--- src/rtl/ps2_arrow_decoder_if.sv ---
// rtl/ps2_arrow_decoder_if.sv - PS/2 line inputs and decoded arrow-key outputs
interface ps2_arrow_decoder_if;
    logic       ps2_clk;
    logic       ps2_data;
    logic [3:0] btnstate;
    logic       byte_valid;
    logic [7:0] scan_byte;
    logic       frame_err;

    modport master (
        output ps2_clk, ps2_data,
        input  btnstate, byte_valid, scan_byte, frame_err
    );

    modport slave (
        input  ps2_clk, ps2_data,
        output btnstate, byte_valid, scan_byte, frame_err
    );
endinterface

--- src/rtl/ps2_arrow_decoder.sv ---
// rtl/ps2_arrow_decoder.sv - PS/2 set-2 receiver tracking held arrow keys {up,down,left,right}
module ps2_arrow_decoder #(
    parameter int TIMEOUT_CYC = 20000,
    parameter int TO_W        = 15
) (
    input  logic               clk,
    input  logic               rst,
    ps2_arrow_decoder_if.slave bus
);
    localparam logic [TO_W-1:0] TO_MAX = TO_W'(TIMEOUT_CYC);

    typedef enum logic [1:0] {S_IDLE, S_EXT, S_EXT_BRK, S_BRK} state_t;

    logic [1:0]      clk_sync;
    logic [1:0]      data_sync;
    logic            clk_prev;
    logic            fall;
    logic            data_bit;
    logic [3:0]      bit_cnt;
    logic [9:0]      shreg;
    logic [TO_W-1:0] to_cnt;
    logic            byte_valid;
    logic [7:0]      scan_byte;
    logic            frame_err;
    state_t          state_q, state_d;
    logic [3:0]      btn_q, btn_d;
    logic [3:0]      arrow_mask;

    always_ff @(posedge clk or posedge rst) begin
        if (rst) begin
            clk_sync  <= 2'b11;
            data_sync <= 2'b11;
            clk_prev  <= 1'b1;
        end else begin
            clk_sync  <= {clk_sync[0], bus.ps2_clk};
            data_sync <= {data_sync[0], bus.ps2_data};
            clk_prev  <= clk_sync[1];
        end
    end

    assign fall     = clk_prev & ~clk_sync[1];
    assign data_bit = data_sync[1];

    // shreg holds start, d0..d7, parity; the stop bit is checked live on its edge
    always_ff @(posedge clk or posedge rst) begin
        if (rst) begin
            bit_cnt    <= 4'd0;
            shreg      <= 10'd0;
            to_cnt     <= '0;
            byte_valid <= 1'b0;
            scan_byte  <= 8'd0;
            frame_err  <= 1'b0;
        end else begin
            byte_valid <= 1'b0;
            frame_err  <= 1'b0;
            if (fall) begin
                to_cnt <= '0;
                if (bit_cnt == 4'd10) begin
                    bit_cnt <= 4'd0;
                    if (!shreg[0] && (^shreg[9:1]) && data_bit) begin
                        byte_valid <= 1'b1;
                        scan_byte  <= shreg[8:1];
                    end else begin
                        frame_err <= 1'b1;
                    end
                end else begin
                    shreg[bit_cnt] <= data_bit;
                    bit_cnt        <= bit_cnt + 4'd1;
                end
            end else if (bit_cnt != 4'd0) begin
                if (to_cnt == TO_MAX) begin
                    bit_cnt <= 4'd0;
                end else begin
                    to_cnt <= to_cnt + TO_W'(1);
                end
            end
        end
    end

    always_comb begin
        arrow_mask = 4'b0000;
        case (scan_byte)
            8'h75:   arrow_mask = 4'b1000;
            8'h72:   arrow_mask = 4'b0100;
            8'h6B:   arrow_mask = 4'b0010;
            8'h74:   arrow_mask = 4'b0001;
            default: arrow_mask = 4'b0000;
        endcase
    end

    always_ff @(posedge clk or posedge rst) begin
        if (rst) begin
            state_q <= S_IDLE;
            btn_q   <= 4'b0000;
        end else begin
            state_q <= state_d;
            btn_q   <= btn_d;
        end
    end

    always_comb begin
        state_d = state_q;
        btn_d   = btn_q;
        if (byte_valid) begin
            case (state_q)
                S_IDLE: begin
                    if (scan_byte == 8'hE0) begin
                        state_d = S_EXT;
                    end else if (scan_byte == 8'hF0) begin
                        state_d = S_BRK;
                    end else if (scan_byte == 8'h00 || scan_byte == 8'hFF) begin
                        btn_d = 4'b0000;
                    end
                end
                S_EXT: begin
                    if (scan_byte == 8'hF0) begin
                        state_d = S_EXT_BRK;
                    end else if (scan_byte != 8'hE0) begin
                        btn_d   = btn_q | arrow_mask;
                        state_d = S_IDLE;
                    end
                end
                S_EXT_BRK: begin
                    btn_d   = btn_q & ~arrow_mask;
                    state_d = S_IDLE;
                end
                default: state_d = S_IDLE;
            endcase
        end
    end

    assign bus.btnstate   = btn_q;
    assign bus.byte_valid = byte_valid;
    assign bus.scan_byte  = scan_byte;
    assign bus.frame_err  = frame_err;
endmodule
--- src/flat_wrapper.sv ---
// flat-port wrapper written by rule: the top's interface ports become plain ports
module ps2_arrow_decoder_flat 
#(
    parameter int TIMEOUT_CYC = 20000,
    parameter int TO_W        = 15
)
  (clk, rst, bus_ps2_clk, bus_ps2_data, bus_btnstate, bus_byte_valid, bus_scan_byte, bus_frame_err);
  ps2_arrow_decoder_if bus_i ();
  input  logic clk;
  input  logic rst;
  input wire logic [$bits(bus_i.ps2_clk)-1:0] bus_ps2_clk;
  input wire logic [$bits(bus_i.ps2_data)-1:0] bus_ps2_data;
  output wire logic [$bits(bus_i.btnstate)-1:0] bus_btnstate;
  output wire logic [$bits(bus_i.byte_valid)-1:0] bus_byte_valid;
  output wire logic [$bits(bus_i.scan_byte)-1:0] bus_scan_byte;
  output wire logic [$bits(bus_i.frame_err)-1:0] bus_frame_err;
  assign bus_i.ps2_clk = bus_ps2_clk;
  assign bus_i.ps2_data = bus_ps2_data;
  assign bus_btnstate = bus_i.btnstate;
  assign bus_byte_valid = bus_i.byte_valid;
  assign bus_scan_byte = bus_i.scan_byte;
  assign bus_frame_err = bus_i.frame_err;
  ps2_arrow_decoder #(.TIMEOUT_CYC(TIMEOUT_CYC), .TO_W(TO_W)) u_core (.clk(clk), .rst(rst), .bus(bus_i));
endmodule
--- config.mk ---
export PLATFORM = sky130hd
export DESIGN_NAME = ps2_arrow_decoder_flat
export DESIGN_NICKNAME = d
export VERILOG_FILES = /design/src/rtl/ps2_arrow_decoder_if.sv /design/src/rtl/ps2_arrow_decoder.sv /design/src/flat_wrapper.sv
export SDC_FILE = /design/constraint.sdc
export NUM_CORES = 1
export LEC_CHECK = 0
export ABC_AREA = 1
export BUFFER_PORTS_ARGS = -buffer_cell sky130_fd_sc_hd__buf_2
export CORE_MARGIN = 2
export CORE_UTILIZATION = 55
export CTS_BUF_LIST = sky130_fd_sc_hd__clkbuf_2
export DETAILED_ROUTE_END_ITERATION = 12
export PLACE_DENSITY = 0.82
export SYNTH_ARGS = -nofsm -noshare
export SYNTH_HDL_FRONTEND = slang
export SYNTH_SLANG_ARGS = --single-unit
--- constraint.sdc ---
create_clock -name clk -period 3.9 [get_ports clk]
set_clock_uncertainty 0.2 [all_clocks]
set_input_delay 0.78 -clock clk [delete_from_list [all_inputs] [get_ports clk]]
set_output_delay 0.78 -clock clk [all_outputs]
set_load 0.1 [all_outputs]
# ---- Yosys cells after proc, flatten, opt, wreduce, memory -nomap -nowiden
# Index checks and enable logic that the tools add are counted.
dict set report word_totals {
  reg_bits 50
  out_inout_bits 14
  ram_bits 0
  mem_count 0
  inputBits 4
  romBits 0
  word_cells 87
  latch_bits 0
}
dict set report classes {
  n_addsub 2
  n_div 0
  eq_ne 20
  n_mux 28
  shift 0
  order_cmp 2
  n_mul 0
  reduce_logical 18
  n_bitwise 6
}
# op count
set ops {}
lappend ops {{15-bit 2-to-1 mux} 3}
lappend ops {{4-bit 2-to-1 mux} 9}
lappend ops {{8-bit by 7-bit equality test with 1-bit output, second input constant} 4}
lappend ops {{8-bit equality test, second input constant} 3}
lappend ops {{4-bit one-hot mux with 4 select lines} 1}
lappend ops {{15-bit by 1-bit adder with 15-bit output, second input constant} 1}
lappend ops {{15-bit equality test, second input constant} 1}
lappend ops {{4-bit one-hot mux with 3 select lines} 1}
lappend ops {{10-bit bitwise mux} 1}
lappend ops {{9-bit XOR reduction} 1}
lappend ops {{8-bit logical NOT} 1}
lappend ops {{2-bit 2-to-1 mux} 4}
lappend ops {{8-bit inequality test, second input constant} 1}
lappend ops {{1-bit 2-to-1 mux} 7}
lappend ops {{7-bit AND reduction} 1}
lappend ops {{2-bit by 1-bit inequality test with 1-bit output, second input constant} 3}
lappend ops {{2-bit inequality test, second input constant} 3}
lappend ops {{3-bit by 1-bit inequality test with 1-bit output, second input constant} 2}
lappend ops {{2-bit AND reduction} 3}
lappend ops {{3-bit AND reduction} 2}
lappend ops {{4-bit by 5-bit less-than comparator with 1-bit output, second input constant} 1}
lappend ops {{4-bit by 1-bit adder with 4-bit output, second input constant} 1}
lappend ops {{4-bit AND} 1}
lappend ops {{1-bit demux with 4-bit select} 1}
lappend ops {{16 further kinds} 20}

# ---- Logic depth before layout (Yosys ltp)
# Gate-level depths: netlist (run 1).
dict set report logic_depth {
  depth_word 6
  ltp_mapped 12
  mapped_depth_nobuf 12
}

# ---- Worst setup path after synthesis (run 1)
# OpenSTA, ideal clock, no wires.
dict set report synth_path {
  path_kind {register to register}
  startpoint {reg u_core.scan_byte[5] (netlist: u_core.bus.scan_byte[5])}
  endpoint {reg u_core.state_q[0]}
  period_less_slack_ns 2.218
  path_stages_with_launch 10
  slack_ns 1.682
  arrival_ns 1.888
  path_cell_list {dfrtp_1 -> inv_1 -> nor2_1 -> nand3_1 -> nor2_1 -> nand2_1 -> nand2_1 -> inv_1 -> o21ai_0 -> a21oi_1}
}
dict set report synth_between {
  elab_chain_len 3
  word_cells_on_any_way 9
  classes_between {eq/ne: 5; mux: 3; reduce/logical: 1}
}
# element line
set synth_lines {}
lappend synth_lines {{from (decl)} ps2_arrow_decoder.sv:23} ;# logic [7:0] scan_byte;
lappend synth_lines {{from (signal assigned)} ps2_arrow_decoder.sv:62} ;# scan_byte <= shreg[8:1];
lappend synth_lines {{8-bit inequality test (tied with other cells)} ps2_arrow_decoder.sv:118} ;# end else if (scan_byte != 8'hE0) begin
lappend synth_lines {{3-bit by 1-bit inequality test with 1-bit output (no source line) (tied with other cells)} n/a}
lappend synth_lines {{3-bit AND reduction (no source line) / 2-bit one-hot mux with 2 select lines (equally long branches)} n/a}
lappend synth_lines {{to (signal assigned)} ps2_arrow_decoder.sv:96} ;# state_q <= state_d;
lappend synth_lines {{to (decl)} ps2_arrow_decoder.sv:25} ;# state_t state_q, state_d;
# Several ways; a longest one is shown, not always the timed one.
# A chain may end at the register's enable or synchronous reset.

# ---- Worst setup path after layout (run 1)
dict set report layout_path {
  startpoint {reg u_core.scan_byte[1] (netlist: u_core.bus.scan_byte[1])}
  endpoint {out bus_scan_byte[1]}
}
# element line
set layout_lines {}
lappend layout_lines {{to (decl)} flat_wrapper.sv:15} ;# output wire logic [$bits(bus_i.scan_byte)-1:0] bus_scan_byte;
# No word-level cell between the ends.

==> metrics.txt, run 1 <==
Initial Util=0.574; logic gate share of total power=0.343; Die Ht=77.4 um; ANT nets after route=0; post-cts sizing count=0; clk sinks=50; DRC viols=0; Final WS setup=1.52 ns; reg2reg path depth=8; cell-internal power=0.000789 W; via count=2561; Netlist cell types=32; vias per inst=5.28; H-tree depth=2; outcome=complete, no violations; final setup TNS=0 ns; CP max FO=7; core area=5170 um2; synth warn=0; hpwl dp=4.40 mm; Slew Limit Headroom=0.327; Rows=26; Startpoint Class=flip-flop; DR pass1 iterations=5; DR iter-0 viols=208; Port Buffers=17; Routability Congestion=0.869; total wire length=5.81 mm; Clk Latency, worst-skew pair=0.40 ns; RSZ-0062 raised after global routing=false; total grt overflow=0; setup bufs post-CTS=0; area growth from synthesis to layout=6.12%; CP top delay family=flip-flops; Hold Vio Cnt, Final=0; flops & latches, synth=50; clock root buffer=clkbuf_2; syn nets=404; Leak=1.59 nW; Max VDD drop=0.304 mV; worst-margin pin slew=1.01 ns; Synth top area share=0.380; f_max=421 MHz; minimum clock period=2.38 ns; GR Util All Layers=0.210; leading cell type by number of instances after synthesis=nand2_1; crit path capture type=output port; worst slack at placement=1.82 ns; Req. time, crit path=2.92 ns; initial antenna violation count=0; clock-pin slew on the worst setup and hold paths=0.24 ns; first-pass GRT wire length=10.2 mm; Clk pwr share=0.147; Yosys top cell by area=dfrtp_1; hold buffers post-CTS=0; CP Cell Sequence=buf_2; Die W=77.4 um; sequential share of power=0.510; # diodes=0; Post-synth top flop=dfrtp_1; EDFF count, synth=0; Num CTS Buffers=5; Pwr per Cell Area=429 nW/um2; share of flip-flops with an asynchronous set or reset=1.00; Max-Cap Viols=0; nets=424; critical path class=flip-flop to output port; I/O pin total=18; fin. max-slew vios=0; share of post-route cells with drive strength above 1=0.149; Sw Ratio=0.415; total power=0.00135 W; CTS tree=built; Critical Path Stages=1; largest cells by area after synthesis=dfrtp_1, nand2_1, nand3_1; synthesized area per cell=7.53 um2; DR WL/cell=12.0 um; Bufs and invs on worst path=1; Min-Delay Path Class=flip-flop to flip-flop; pin count of the biggest net entering global routing=51; sequential share of the synthesized area=0.424; Commonest cells post-synth=nand2_1, dfrtp_1, inv_1; Syn Inst Count=394; CP Data Arrival Time=1.40 ns; Setup-failing EPs final=0; final worst path period share=0.609; vias in the first global route=2331; mapped cell area=2970 um2; Max Root-Sink Buffers=2; slowest cell on the critical path=dfrtp_1; crit-path max cell delay=0.51 ns; die area=6000 um2; Hold Path Cell Cnt=0; P_sw=0.000560 W
[final timing paths]
kind | from | to | slack [ns]
max in group asynchronous | rst | u_core.bus.frame_err$_DFF_PP0_ | 2.51
setup / recovery | u_core.bus.scan_byte[1]$_DFFE_PP0P_ | bus_scan_byte[1] | 1.52
min in group asynchronous | rst | u_core.bus.btnstate[0]$_DFFE_PP0P_ | 0.35
setup reg to reg | u_core.to_cnt[0]$_DFFE_PP0P_ | u_core.to_cnt[3]$_DFFE_PP0P_ | 1.79
hold / removal | u_core.clk_sync[0]$_DFF_PP1_ | u_core.clk_sync[1]$_DFF_PP1_ | 0.17
hold reg to reg | u_core.clk_sync[0]$_DFF_PP1_ | u_core.clk_sync[1]$_DFF_PP1_ | 0.17
[routing by layer]
layer  vias to the layer above  GRT usage  wire length [um]
li1                       1307          -                 -
met1                      1192      0.291              2870
met2                        53      0.337              2650
met3                         9     0.0349               213
met4                         0     0.0679                82
met5                         -          0                 0
[registers in the layout, indices dropped and copies added, names as in the netlist]
signal / count
u_core.data_sync: 2
u_core.state_q: 2
u_core.bit_cnt: 4
u_core.bus.frame_err: 1
u_core.bus.scan_byte: 8
u_core.clk_prev: 1
u_core.shreg: 10
u_core.to_cnt: 15
u_core.bus.btnstate: 4
u_core.bus.byte_valid: 1
u_core.clk_sync: 2
[metrics by stage]
stage / hold WS, ns / cell area [um2] / std cells / util
6_report: 0.173 / 3150 / 485 / 0.609
5_1_grt: 0.176 / 3150 / 485 / 0.609
4_1_cts: 0.176 / 3150 / 485 / 0.609
3_5_place_dp: 0.149 / 3110 / 477 / 0.601
3_3_place_gp: 0.146 / 3110 / 477 / 0.601
2_1_floorplan: 0.145 / 2970 / 394 / -
[power by group through the flow]
stage	combinational, W	clock (W)	sequential [W]
floorplan	0.000396	0	0.000674
CTS	0.000463	0.000208	0.000686
global route	0.000532	0.000223	0.000703
global placement	0.000442	0	0.000694
detailed placement	0.000462	0	0.000696
finish	0.000463	0.000198	0.000689
[cells in the final DEF, fill, tap and decap left out, drive strengths merged]
cell	instances
inv	50
dfstp	5
o22ai	2
nand3b	3
clkinv	2
xor2	7
o32ai	1
dfrtp	45
or2	1
clkbuf	6
a21oi	8
nand3	46
nor2	36
o211ai	1
nand4	8
buf	17
nand2	132
o21ai	21
a31oi	6
nor3	10
ha	6
and2	1
nor2b	1
[cell families (layout without fill, tap and decap cells)]
logic type	count (synthesis)	after routing	share of synthesized area
compound gates	39	39	0.0827
xor+xnor	7	7	0.0207
fa+ha+maj	6	6	0.0253
buf+inv	54	75	0.0734
flops	50	50	0.424
simple gates	238	238	0.374
[cell type report]
type	instances	area, um2
clock buffers	6	30.0
clock inverters	2	8.76
fillers	448	2020
inverters	50	188
multi-input cells	290	1490
flip-flops and latches	50	1260
well taps	70	87.6
repair buffers	17	85.1
(Power assumes the default switching activity.)
==> inputs of run 2 (changes only) <==
- PLACE_DENSITY: 0.82 -> 0.85
- clock period: 3.9 -> 1.98 ns (I/O delays scaled with it)
==> metrics.txt, run 2 (same netlist as run 1, synthesis figures left out) <==
# diodes=0; Max Root-Sink Buffers=2; CTS tree=built; DR pass1 iterations=7; DR WL/cell=12.2 um; Die W=77.4 um; Initial Util=0.574; crit-path max cell delay=0.48 ns; area growth from synthesis to layout=11.6%; Max VDD drop=0.426 mV; total wire length=6.03 mm; die area=6000 um2; crit path capture type=output port; pin count of the biggest net entering global routing=51; Hold Vio Cnt, Final=0; final worst path period share=0.948; vias in the first global route=2488; Setup-failing EPs final=0; Slew Limit Headroom=0.674; Num CTS Buffers=5; H-tree depth=2; clock root buffer=clkbuf_2; Bufs and invs on worst path=1; slowest cell on the critical path=dfrtp_2; hpwl dp=4.39 mm; I/O pin total=18; Leak=1.62 nW; Routability Congestion=0.882; critical path class=flip-flop to output port; CP Cell Sequence=clkbuf_4; share of post-route cells with drive strength above 1=0.185; DRC viols=0; clock-pin slew on the worst setup and hold paths=0.25 ns; initial antenna violation count=0; fin. max-slew vios=0; Startpoint Class=flip-flop; ANT nets after route=0; minimum clock period=1.88 ns; core area=5170 um2; worst-margin pin slew=0.493 ns; f_max=533 MHz; via count=2680; commonest non-fill, non-tap cells in the layout=nand2_1, inv_1, nand3_1, dfrtp_1, nor2_1; first-pass GRT wire length=10.9 mm; DR iter-0 viols=143; Top Registers=u_core.to_cnt: 15 flops, u_core.shreg: 10 flops, u_core.bus.scan_byte: 8 flops; CP max FO=6; final instance area=3310 um2; Req. time, crit path=1.38 ns; GR Util All Layers=0.224; Pwr per Cell Area=840 nW/um2; outcome=complete, no violations; vias per inst=5.40; Port Buffers=17; total grt overflow=0; Max-Cap Viols=0; Post-Place Cell Area=3180 um2; clk sinks=50; Rows=26; Clk Latency, worst-skew pair=0.45 ns; max reg flops=15; CP Data Arrival Time=1.28 ns; final setup TNS=0 ns; Top reg by flops=u_core.to_cnt; CP top delay family=flip-flops; nets=435; total power=0.00278 W; Die Ht=77.4 um; Min-Delay Path Class=flip-flop to flip-flop; commonest non-fill, non-tap cell in the layout=nand2_1
==> run 2: final timing paths <==
kind / from / to / slack [ns] / cells past startpoint
hold / removal: u_core.data_sync[0]$_DFF_PP1_ / u_core.data_sync[1]$_DFF_PP1_ / 0.17 / 0
hold reg to reg: u_core.data_sync[0]$_DFF_PP1_ / u_core.data_sync[1]$_DFF_PP1_ / 0.17 / 0
setup reg to reg: u_core.to_cnt[0]$_DFFE_PP0P_ / u_core.bit_cnt[3]$_DFFE_PP0P_ / 0.15 / 9
min in group asynchronous: rst / u_core.bus.btnstate[1]$_DFFE_PP0P_ / 0.28 / 4
max in group asynchronous: rst / u_core.data_sync[1]$_DFF_PP1_ / 1.01 / 4
setup / recovery: u_core.bus.scan_byte[3]$_DFFE_PP0P_ / bus_scan_byte[3] / 0.10 / 1
==> run 2: per-stage QoR <==
step / utilization / hold WS, ns / instances / setup slack [ns]
floorplan: - / 0.145 / 394 / 0.0845
global placement: 0.615 / 0.146 / 482 / 0.259
detailed placement: 0.615 / 0.149 / 482 / 0.178
CTS: 0.630 / 0.177 / 493 / 0.0000757
global route: 0.640 / 0.184 / 496 / -0.0126
finish: 0.640 / 0.175 / 496 / 0.103
==> run 2: report_power, final <==
| group | total, W | internal (W) | switching (W) |
|---|---|---|---|
| registers | 0.00136 | 0.00117 | 0.000189 |
| clock network | 0.000426 | 0.0000972 | 0.000329 |
| logic | 0.000997 | 0.000366 | 0.000631 |
| total | 0.00278 | 0.00163 | 0.00115 |
==> run 2: layout make-up <==
class | count | area (um2)
fill | 433 | 1860
clock buffer | 7 | 35.0
sequential | 50 | 1270
inverter | 50 | 188
clock inverter | 1 | 7.51
multi-input combinational | 290 | 1490
timing repair buffer | 28 | 233
tap | 70 | 87.6
==> run 2: repair_timing <==
item,CTS,global route
gates resized for setup,2,11
buffers inserted,0,3
endpoints found under the hold margin,52,0
pin swaps,0,1
setup endpoints to repair,2,12
hold buffers,3,0
cloned,0,0
==> run 2: routing by layer <==
metal	routed length (um)	share of wire	vias to the layer above	global-route usage
li1	-	-	1341	-
met1	2680	0.44	1260	0.279
met2	2990	0.50	69	0.387
met3	271	0.045	10	0.0465
met4	97	0.016	0	0.0732
met5	0	0	-	0
==> inputs of run 3 (changes only) <==
- BUFFER_PORTS_ARGS: -buffer_cell sky130_fd_sc_hd__buf_2 -> default
- CORE_MARGIN: 2 -> default
- DONT_BUFFER_PORTS: default -> 1
- PLACE_DENSITY: 0.85 -> 0.82
==> metrics.txt, run 3 (same netlist as run 1, synthesis figures left out) <==
RSZ-0062 raised after global routing=false; total grt overflow=0; Die W=75.4 um; P_sw=0.00116 W; nets=430; H-tree depth=2; number of fillers in the final layout=470; cell-internal power=0.00176 W; CP Data Arrival Time=1.98 ns; Bufs and invs on worst path=2; Top reg by flops=u_core.to_cnt; commonest non-fill, non-tap cell in the layout=nand2_1; hpwl dp=4.55 mm; vias per inst=5.30; via count=2603; Sw Ratio=0.397; Routability Congestion=0.927; Top Registers=u_core.to_cnt: 15 flops, u_core.shreg: 10 flops, u_core.bus.scan_byte: 8 flops; clock root buffer=clkbuf_2; total wire length=6.17 mm; CP max FO=6; I/O pin total=18; die area=5690 um2; clock-pin slew on the worst setup and hold paths=0.27 ns; # diodes=0; Leak=1.62 nW; Setup-failing EPs final=0; slowest cell on the critical path=dfrtp_2; Die Ht=75.4 um; Num CTS Buffers=5; DR iter-0 viols=210; clk sinks=50; CP top delay family=simple AND/OR/NAND/NOR gates; crit-path max cell delay=0.49 ns; area growth from synthesis to layout=11.9%; Slew Limit Headroom=0.664; Final WS setup=0.138 ns; Clk Latency, worst-skew pair=0.42 ns; DRC viols=0; Clk pwr share=0.185; outcome=complete, no violations; final setup TNS=0 ns; Max Root-Sink Buffers=2; Min-Delay Path Class=flip-flop to flip-flop; worst slack at placement=0.196 ns; first-pass GRT wire length=10.1 mm; fin. max-slew vios=0; DR pass1 iterations=4; share of post-route cells with drive strength above 1=0.190; crit path capture type=flip-flop; critical path class=flip-flop to flip-flop; Port Buffers=0; ANT nets after route=0; max reg flops=15; DR WL/cell=12.6 um; vias in the first global route=2395; Rows=26; Max-Cap Viols=0; Initial Util=0.577; Max VDD drop=0.539 mV; logic gate share of total power=0.349; initial antenna violation count=0; minimum clock period=1.84 ns; Startpoint Class=flip-flop; Req. time, crit path=2.12 ns; Pwr per Cell Area=879 nW/um2; commonest non-fill, non-tap cells in the layout=nand2_1, inv_1, nand3_1, dfrtp_1, nor2_1; sequential share of power=0.466; final worst path period share=0.930; CTS tree=built; core area=5140 um2; GR Util All Layers=0.231; CP Cell Sequence=nor2_1, nand3_2, inv_1, and2_1, o22ai_1, nand3_2, inv_1, nand2_1, nand2_1; Hold Vio Cnt, Final=0; pin count of the biggest net entering global routing=51; f_max=543 MHz; worst-margin pin slew=0.504 ns
run 3: cell type report:
type	instances	area [um2]	area share
Timing Repair Buffer	23	205	0.0618
Clock buffer	5	25.0	0.00754
Multi-Input combinational cell	290	1500	0.452
Sequential cell	50	1270	0.383
Tap cell	70	87.6	0.0264
Inverter	50	188	0.0566
Clock inverter	3	40.0	0.0121
run 3: path summary, 6_finish.rpt:
kind	startpoint	end	slack, ns	cells after the start
worst min register to register	u_core.data_sync[0]$_DFF_PP1_	u_core.data_sync[1]$_DFF_PP1_	0.17	0
worst max-delay path	u_core.bus.scan_byte[0]$_DFFE_PP0P_	u_core.bus.btnstate[2]$_DFFE_PP0P_	0.14	9
max in group asynchronous	rst	u_core.data_sync[1]$_DFF_PP1_	1.07	3
worst max register to register	u_core.bus.scan_byte[0]$_DFFE_PP0P_	u_core.bus.btnstate[2]$_DFFE_PP0P_	0.14	9
worst min-delay path	u_core.data_sync[0]$_DFF_PP1_	u_core.data_sync[1]$_DFF_PP1_	0.17	0
min in group asynchronous	rst	u_core.to_cnt[9]$_DFFE_PP0P_	0.23	3
run 3: timing repair:
item / in CTS / in global routing
gates resized for setup: 1 / 5
hold buffers: 3 / 0
buffers inserted: 0 / 3
endpoints found under the hold margin: 52 / 0
endpoints found under the setup margin: 1 / 8
pin swaps: 0 / 1
run 3: layer usage:
layer,up-vias,share of wire,GRT usage
li1,1326,-,-
met4,0,0.024,0.0885
met5,-,0,0
met3,16,0.021,0.0384
met1,1225,0.45,0.290
met2,36,0.51,0.399
run 3: power by group through the flow:
| stage | logic, W | clock network, W | registers [W] |
|---|---|---|---|
| global placement | 0.000901 | 0 | 0.00136 |
| global route | 0.00117 | 0.000592 | 0.00138 |
| floorplan | 0.000780 | 0 | 0.00133 |
| detailed placement | 0.000943 | 0 | 0.00138 |
| finish | 0.00102 | 0.000540 | 0.00136 |
| CTS | 0.000952 | 0.000553 | 0.00136 |
run 3: stage by stage:
step | total power (W) | hold WS (ns) | std cells | util | area [um2]
floorplan | 0.00211 | 0.145 | 394 | - | 2980
global placement | 0.00227 | 0.143 | 477 | 0.620 | 3190
detailed placement | 0.00232 | 0.147 | 477 | 0.620 | 3190
CTS | 0.00286 | 0.174 | 488 | 0.639 | 3280
global route | 0.00314 | 0.178 | 491 | 0.646 | 3320
finish | 0.00292 | 0.173 | 491 | 0.646 | 3320
